[config.mk]
export PLATFORM = sky130hd
export DESIGN_NAME = btn_debounce_pair
export DESIGN_NICKNAME = d
export VERILOG_FILES = /design/src/rtl/btn_debounce_pair.sv
export SDC_FILE = /design/constraint.sdc
export NUM_CORES = 1
export LEC_CHECK = 0
export CORE_ASPECT_RATIO = 0.7
export CORE_MARGIN = 2
export CORE_UTILIZATION = 50
export DETAILED_ROUTE_END_ITERATION = 16
export GPL_ROUTABILITY_DRIVEN = 0
export PLACE_DENSITY = 0.78
export SYNTH_ARGS = -nofsm -noshare
export SYNTH_HDL_FRONTEND = slang
export SYNTH_SLANG_ARGS = --single-unit
[constraint.sdc]
create_clock -name CLK -period 2.1 [get_ports CLK]
set_clock_uncertainty 0.2 [all_clocks]
set_input_delay 0.21 -clock CLK [delete_from_list [all_inputs] [get_ports CLK]]
set_output_delay 0.21 -clock CLK [all_outputs]
set_load 0.02 [all_outputs]
[src/rtl/btn_debounce_pair.sv]
// Two-channel button conditioner: 2-FF synchronizer, then a per-channel debounce FSM
// that drives registered levels and single-cycle rise/fall strobes.
module btn_debounce_pair #(
  parameter int DEBOUNCE_CYCLES = 16,
  parameter int CNT_W           = 16
) (
  input  logic CLK,
  input  logic RST_N,
  input  logic BTN_A,
  input  logic BTN_B,
  output logic A,
  output logic B,
  output logic A_RISE,
  output logic A_FALL,
  output logic B_RISE,
  output logic B_FALL,
  output logic BUSY
);

  typedef enum logic [1:0] {
    STABLE_LO = 2'd0,
    WAIT_HI   = 2'd1,
    STABLE_HI = 2'd2,
    WAIT_LO   = 2'd3
  } state_t;

  localparam logic [CNT_W-1:0] CNT_LAST = CNT_W'(DEBOUNCE_CYCLES - 1);
  localparam logic [CNT_W-1:0] CNT_ONE  = CNT_W'(1);

  logic [1:0] btn_raw;
  logic [1:0] level_w;
  logic [1:0] rise_w;
  logic [1:0] fall_w;
  logic [1:0] waiting_w;

  assign btn_raw = {BTN_B, BTN_A};

  generate
    for (genvar gi = 0; gi < 2; gi++) begin : g_ch
      logic             s1_q;
      logic             s_q;
      state_t           state_q;
      logic [CNT_W-1:0] cnt_q;
      logic             level_q;
      logic             rise_q;
      logic             fall_q;

      always_ff @(posedge CLK or negedge RST_N) begin
        if (!RST_N) begin
          s1_q <= 1'b0;
          s_q  <= 1'b0;
        end else begin
          s1_q <= btn_raw[gi];
          s_q  <= s1_q;
        end
      end

      // The counter only advances inside WAIT_* and is cleared on every exit,
      // so it tops out at DEBOUNCE_CYCLES-1 and never wraps.
      always_ff @(posedge CLK or negedge RST_N) begin
        if (!RST_N) begin
          state_q <= STABLE_LO;
          cnt_q   <= '0;
          level_q <= 1'b0;
          rise_q  <= 1'b0;
          fall_q  <= 1'b0;
        end else begin
          rise_q <= 1'b0;
          fall_q <= 1'b0;
          case (state_q)
            STABLE_LO: begin
              if (s_q) begin
                state_q <= WAIT_HI;
                cnt_q   <= CNT_ONE;
              end else begin
                cnt_q <= '0;
              end
            end
            WAIT_HI: begin
              if (!s_q) begin
                state_q <= STABLE_LO;
                cnt_q   <= '0;
              end else if (cnt_q == CNT_LAST) begin
                state_q <= STABLE_HI;
                level_q <= 1'b1;
                rise_q  <= 1'b1;
                cnt_q   <= '0;
              end else begin
                cnt_q <= cnt_q + CNT_ONE;
              end
            end
            STABLE_HI: begin
              if (!s_q) begin
                state_q <= WAIT_LO;
                cnt_q   <= CNT_ONE;
              end else begin
                cnt_q <= '0;
              end
            end
            WAIT_LO: begin
              if (s_q) begin
                state_q <= STABLE_HI;
                cnt_q   <= '0;
              end else if (cnt_q == CNT_LAST) begin
                state_q <= STABLE_LO;
                level_q <= 1'b0;
                fall_q  <= 1'b1;
                cnt_q   <= '0;
              end else begin
                cnt_q <= cnt_q + CNT_ONE;
              end
            end
            default: begin
              state_q <= STABLE_LO;
              cnt_q   <= '0;
            end
          endcase
        end
      end

      assign level_w[gi]   = level_q;
      assign rise_w[gi]    = rise_q;
      assign fall_w[gi]    = fall_q;
      assign waiting_w[gi] = (state_q == WAIT_HI) || (state_q == WAIT_LO);
    end
  endgenerate

  assign A      = level_w[0];
  assign B      = level_w[1];
  assign A_RISE = rise_w[0];
  assign A_FALL = fall_w[0];
  assign B_RISE = rise_w[1];
  assign B_FALL = fall_w[1];
  assign BUSY   = |waiting_w;

endmodule

==> results by group <==
Synth
  • Syn_area_per_cell: 10.59 um^2
  • Synth Flop Type: dfrtp_1
  • Post-synthesis async set-or-reset flop share: 1.000
  • Sequential share of the synthesized area: 0.5489
  • Distinct cells, synth: 34
  • Synth Register Bits: 46
  • Synthesis Warnings: 0
  • Cells after Synth: 198
  • Synthesized Nets: 204
  • Netlist Area Pre-Place: around 2100 um^2
  • Post-synth EDFFs: 0

STA
  • Rel. slew slack: 0.6286
  • Sum Neg Setup Slack: -312.8 ps
  • RSZ-0062 raised after global routing: true
  • Worst Tran Pin Value: 555.3 ps
  • Period minus WS final: 2153 ps
  • Setup Viol. Count Final: 15
  • Worst setup margin: -53.13 ps
  • Highest Clock Rate: 464.4 MHz
  • Final Hold Fails: 0
  • Tcrit/Tclk final: 1.025
  • Slew Limit Fails: 0

Clocking
  • Clock tree buffer depth: 2
  • Number of CTS-inserted buffers: 5
  • H-tree depth: 2
  • Root Driver: clkbuf_8
  • # clock sinks: 46
  • CTS tree: built
  • Reg clk slew, reported paths: 90 ps
  • Worst skew pair latency: around 300 ps

Layout
  • Diode count: 0
  • Share of post-route cells with drive strength above 1: 0.3143
  • Most common cell after layout, fill and taps aside: dfrtp_1
  • Filler cells: 265
  • Area Overhead vs Synth: 33.17%
  • Area of the multi-input gates: 1056 um^2
  • Non-filler cells, final: 297
  • Final #Nets: between 200 and 300
  • Most frequent cells in the layout: dfrtp_1, buf_4, nor2_1, xnor2_1, xor2_1
  • Finished Cell Area: around 2800 um^2
  • Reg area: 1152 um^2

Pwr
  • Leakage power total: 1.181 nW
  • Int Pwr: between 1 and 1.5 mW
  • Clock power share: 0.397
  • Switching portion of total power: 0.2208
  • Net Sw Power: 0.3761 mW
  • Sequential power share: 0.539
  • Pwr per Cell Area: 610.0 nW/um^2
  • Total power: between 1.5 and 2 mW
  • VDD IR max: between 0.3 and 0.4 mV
  • Comb pwr share: 0.064

Floorplanning
  • Die Ht: roughly 58 um
  • Die area: 4737 um^2
  • Core Region: 3970 um^2
  • Row count: 19
  • Initial Utilization: 0.5282
  • Die width: 81.41 um
  • Top Ports: 11

Global route
  • Antenna violations before repair: 0
  • Vias in the first global route: 1665
  • Largest net degree at the start of global routing: 19
  • First-pass GRT wire length: between 7 and 8 mm
  • Total grt overflow: 0
  • Tot GR Track Use: 0.2176

Status
  • Failing checks: setup timing
  • Status: finished with violations

Setup path
  • Reg2Reg Setup Slack: -50 ps
  • CP Capture Type: flip-flop
  • Worst Setup EP: A$_DFFE_PN0P_
  • Max stage delay on crit path: between 600 and 700 ps
  • Worst reg2reg path endpoint: A$_DFFE_PN0P_
  • Register-to-Register Path Depth: 3
  • Critical Path AT: 2130 ps
  • CP required: 2080 ps
  • WS Path Type: flip-flop to flip-flop
  • R2R Path Start: g_ch[0].cnt_q[10]$_DFF_PN0_
  • Critical-path cell list: or4_4, or4_4, a211o_1
  • Worst-path maximum fanout: 6
  • Worst setup path start: g_ch[0].cnt_q[10]$_DFF_PN0_
  • Crit-path most repeated cell: or4_4
  • Crit path max-delay cell type: or4_4
  • Worst setup SP type: flip-flop

Detailed routing
  • Final ANT Viol Nets: 0
  • Average wire per cell in the routed design: 16.59 um
  • Via count: 1676
  • Drt drc: 0
  • WL final: 4.926 mm
  • DR vias/cell: 5.643
  • Starting DRT DRC Count: 184
  • Pre-antenna DRT Iters: 4

Placement
  • Area after DPL: 2444 um^2
  • Placed insts: 282
  • PortBufs: 10
  • HPWL Detailed: 2.948 mm

Worst hold path
  • Hold Path Class: input port to flip-flop

Flow run
  • Max-cap violations: 0
cells by family (layout without fill, tap and decap cells):
family                     count (synthesis)  after routing  synth area share
buffers and inverters                     13             59           0.02864
muxes                                      1              1          0.005370
DFF                                       46             46            0.5489
adders and majority gates                  2              2           0.01193
and+or+nand+nor                           96             97            0.2476
AOI/OAI and AO/OA                         11             11           0.03640
xor gates and xnor gates                  29             29            0.1211
worst min path at each step:
| stage | from | endpoint | cells after the start |
|---|---|---|---|
| 2_1_floorplan | RST_N | A$_DFFE_PN0P_ | 0 |
| 3_3_place_gp | RST_N | g_ch[0].cnt_q[1]$_DFF_PN0_ | 1 |
| 3_5_place_dp | RST_N | g_ch[0].cnt_q[1]$_DFF_PN0_ | 1 |
| 4_1_cts | BTN_B | g_ch[1].s1_q$_DFF_PN0_ | 1 |
| 5_1_grt | BTN_A | g_ch[0].s1_q$_DFF_PN0_ | 1 |
| 6_report | BTN_A | g_ch[0].s1_q$_DFF_PN0_ | 1 |
repair_timing:
action,in CTS,in global routing
setup buffers,1,4
setup endpoints to repair,23,33
resized for setup,8,38
hold endpoints to repair,16,0
hold buffers,1,0
gates cloned,1,1
pin swaps,3,21
critical path, delay by kind of cell (launching register included):
kind	cells	cell delay, ps
simple gates	2	1160
flops	1	390
compound gates	1	290
power groups by stage:
stage | Clock (mW) | Sequential (mW) | Combinational, mW
3_3_place_gp | 0 | 0.933 | 0.0851
2_1_floorplan | 0 | 0.935 | 0.0382
3_5_place_dp | 0 | 0.933 | 0.0870
4_1_cts | 0.674 | 0.917 | 0.0914
6_report | 0.676 | 0.919 | 0.109
5_1_grt | 0.713 | 0.921 | 0.120
Yosys cell counts, types with 2 or more instances:
master / instances / area (um^2)
a211o_1: 2 / 17.52
a21boi_0: 2 / 15.01
a21oi_1: 2 / 10.01
and4_1: 4 / 35.03
buf_2: 3 / 15.01
buf_4: 2 / 15.01
dfrtp_1: 46 / 1151
ha_1: 2 / 25.02
inv_1: 7 / 26.28
nand2_1: 9 / 33.78
nand3_1: 9 / 45.04
nand4_1: 11 / 68.82
nor2_1: 33 / 123.9
nor3_1: 5 / 25.02
nor3_2: 2 / 20.02
nor3b_1: 2 / 15.01
nor4_1: 5 / 31.28
or4_1: 9 / 67.56
xnor2_1: 15 / 131.4
xor2_1: 14 / 122.6
state kept, by name, summed over array words and instances, names as in the netlist, named ones only:
name / count
A: 1
A_FALL: 1
A_RISE: 1
B: 1
B_FALL: 1
B_RISE: 1
g_ch.cnt_q: 32
g_ch.s1_q: 2
g_ch.s_q: 2
g_ch.state_q: 2
per-stage QoR:
| step | util | hold WS [ps] | setup slack (ps) |
|---|---|---|---|
| 2_1_floorplan | - | -285.6 | -50.23 |
| 5_1_grt | 0.7034 | 145.7 | -102.8 |
| 3_5_place_dp | 0.6155 | -19.10 | -122.9 |
| 3_3_place_gp | 0.6155 | -29.39 | -111.2 |
| 4_1_cts | 0.6593 | 149.4 | -15.13 |
| 6_report | 0.7034 | 150.1 | -53.13 |
routing by layer:
layer	global-route usage	up-vias	wire, um
li1	-	783	-
met1	0.3197	824	2369
met2	0.3173	56	2262
met3	0.05140	13	203
met4	0.07506	0	89
met5	0	-	0
cell type report:
class / instances / area share
tap: 52 / 0.02330
timing repair buffer: 45 / 0.1362
clock inverter: 1 / 0.01075
inverter: 7 / 0.009409
clock buffer: 6 / 0.02957
multi-input combinational: 140 / 0.3781
sequential: 46 / 0.4126
(Power assumes the default switching activity.)
==> RTL change (same flow settings) <==
Encoding of `state_t`: now one-hot (4 bits for 4 states).
--- a/src/rtl/btn_debounce_pair.sv
+++ b/src/rtl/btn_debounce_pair.sv
@@ -17,11 +17,11 @@
   output logic BUSY
 );
 
-  typedef enum logic [1:0] {
-    STABLE_LO = 2'd0,
-    WAIT_HI   = 2'd1,
-    STABLE_HI = 2'd2,
-    WAIT_LO   = 2'd3
+  typedef enum logic [3:0] {
+    STABLE_LO = 4'b0001,
+    WAIT_HI   = 4'b0010,
+    STABLE_HI = 4'b0100,
+    WAIT_LO   = 4'b1000
   } state_t;
 
   localparam logic [CNT_W-1:0] CNT_LAST = CNT_W'(DEBOUNCE_CYCLES - 1);
Function: no difference found for any inputs over 10 cycles, from zero or initial values and one cycle with RST_N low; not proved beyond that.
==> RTL change against the unedited design <==
- design area increased by 0.81%
- area after synthesis grew 17%
- sequential cell count increased by 4
- setup slack better by 0.21 ns
- routed wire length decreased by 8.5%
- sequential share of layout area rose by 3.4 points
- cell count grew 17%
- largest cell class unchanged
Power is not compared: it rests on default switching activity, and its combinational part moved more than twofold at a synthesized area within 25%.
==> RTL change: results (changes against the unedited design) <==
• complete, no violations — run status
• 63.5% — slew margin rel., +0.62 points
• 51.6% — Starting Density, -1.2 points
• 18.6% — total routing resource utilization after global routing, -3.2 points
• 1742 — via count of the first global-routing pass, +4.6%
• dfrtp_1 — Critical Path Slowest Stage Cell
• 10 — buffers added on ports, unchanged
• dfrtp_1 (49%), xnor2_1 (6.1%), nor2_1 (5.8%), nand2_1 (3.2%), nor3_1 (2.7%) — cells taking the most area after synthesis
• 3170 microns — HPWL Detailed, +7.7%
• 5 — CTS Buf Count, unchanged
• 264 — number of nets produced by synthesis, +29%
• 11.2% — share of cells above drive strength 1, -20 points
• 27.5% — met1 demand-to-capacity share in global routing, -4.5 points
• clkbuf_8 — cell at the root of the clock tree
• 6.34% — met3 capacity usage during global routing, +1.2 points
• 51.1% — fraction of the yosys area taken by sequential cells, -3.8 points
• 0 — Antenna diodes, unchanged
• 0.46 ns — longest individual stage delay on the worst path, -0.16 ns
• 0 — Warnings, synthesis, unchanged
• 8.97% — post-synthesis compound-gate area fraction, +5.3 points
• 26.5% — met2 global-route usage, -5.2 points
• 283 — number of nets in the layout, +13%
• 116 — violation count after the first detailed-routing iteration, -37%
• 100% — Post-synth ARST share, unchanged
• 1.98 ns — arrival time at the worst endpoint, -0.15 ns
• 1.02% — adder and majority cell fraction of the synthesized area, -0.17 points
• 28 — largest net degree at the start of global routing, +9
• 8.56% — XOR/XNOR Fraction of Synth Area, -3.5 points
• 4 — number of cell instances on the worst register-to-register path, +1
• 0.459% — proportion of synthesized area in mux cells, -0.078 points
• 1915 — Via Count, +14%
• dfrtp_1 (48), nor2_1 (38), nand2_1 (21), xnor2_1 (17), nor3_1 (13) — ranking of synthesized cells by instance count
• 389 — # fillers, +47%
• 42 — distinct cell type count after synthesis, +24%
• 8020 microns — wire length of the first global-routing pass, +3.3%
• 13.0 microns — detail-routed net length per standard cell, -22%
• simple AND/OR/NAND/NOR gates — family with the most delay on the worst path
• 0.09 ns — clock edge transition at the registers on the reported setup and hold paths, about the same
• 1.11 nW — Leakage Power
[RTL change: cell count changes after synthesis, moves of 5 or more]
cell / unedited run / this run
nand2_1: 9 / 21
a21oi_1: 2 / 11
nor3_1: 5 / 13
o21ai_0: 1 / 9
or4_1: 9 / 1
clkbuf_1: 1 / 8
nor2b_1: 0 / 7
xor2_1: 14 / 7
nor2_1: 33 / 38
nor4_1: 5 / 10
[RTL change: final cells by class]
class	instances	area, sq um	area share [%]
clock inverters	2	37.5	1.33
clock buffers	6	72.6	2.58
well taps	69	86.3	3.07
multi-input cells	190	1130	40.3
repair buffers	22	199	7.07
inverters	8	30.0	1.07
flip-flops and latches	50	1260	44.6
[RTL change: cell families (layout without fill, tap and decap cells)]
family / count (synthesis) / after routing
simple gates: 128 / 128
compound gates: 35 / 35
mux: 1 / 1
flops: 50 / 50
buf+inv: 18 / 38
xor+xnor: 24 / 24
fa+ha+maj: 2 / 2
[RTL change: final timing paths]
path / startpoint / end / slack, ns
max in group asynchronous: RST_N / g_ch[1].state_q[0] / 0.88
min: BTN_A / g_ch[0].s1_q / 0.15
min in group asynchronous: RST_N / B_FALL / 0.21
min reg2reg: g_ch[1].s1_q / g_ch[1].s_q / 0.16
max: g_ch[1].cnt_q[5] / g_ch[1].cnt_q[14] / 0.15
max reg2reg: g_ch[1].cnt_q[5] / g_ch[1].cnt_q[14] / 0.15
[RTL change: worst reg2reg max path, stage by stage, from the launching register on]
cell     delay [ns]
dfrtp_1        0.46
nand4_2        0.18
or3_4          0.43
or3_2          0.45
a21oi_1        0.17
[RTL change: power by group through the flow]
stage                     clock (mW)  sequential (mW)  combinational, mW
after floorplan                    0             1.04              0.207
final                          0.671             1.08              0.266
after global placement             0             1.09              0.261
after detailed placement           0             1.09              0.265
after global routing           0.736             1.09              0.301
after CTS                      0.688             1.08              0.268
[RTL change: routing by layer]
layer	routed length, microns	part of all wire [%]	up-vias
li1	-	-	942
met1	2310	51	933
met2	1970	44	36
met3	194	4.3	4
met4	40	0.89	0
met5	0	0	-
[RTL change: per-stage QoR]
step / util [%] / std cells / worst slack (ns) / cell area, sq um / hold WS (ns)
floorplan: - / 258 / 0.252 / 2450 / -0.286
global placement: 56.6 / 338 / 0.202 / 2690 / 0.0268
detailed placement: 56.6 / 338 / 0.140 / 2690 / 0.0321
CTS: 59.2 / 347 / 0.143 / 2820 / 0.149
global route: 59.2 / 347 / 0.00402 / 2820 / 0.133
finish: 59.2 / 347 / 0.154 / 2820 / 0.154
[RTL change: timing repair]
item | in CTS | in global routing
hold endpoints to repair | 22 | 0
gates resized for setup | 4 | 0
buffers inserted | 0 | 0
hold buffers | 1 | 0
endpoints found under the setup margin | 1 | 0
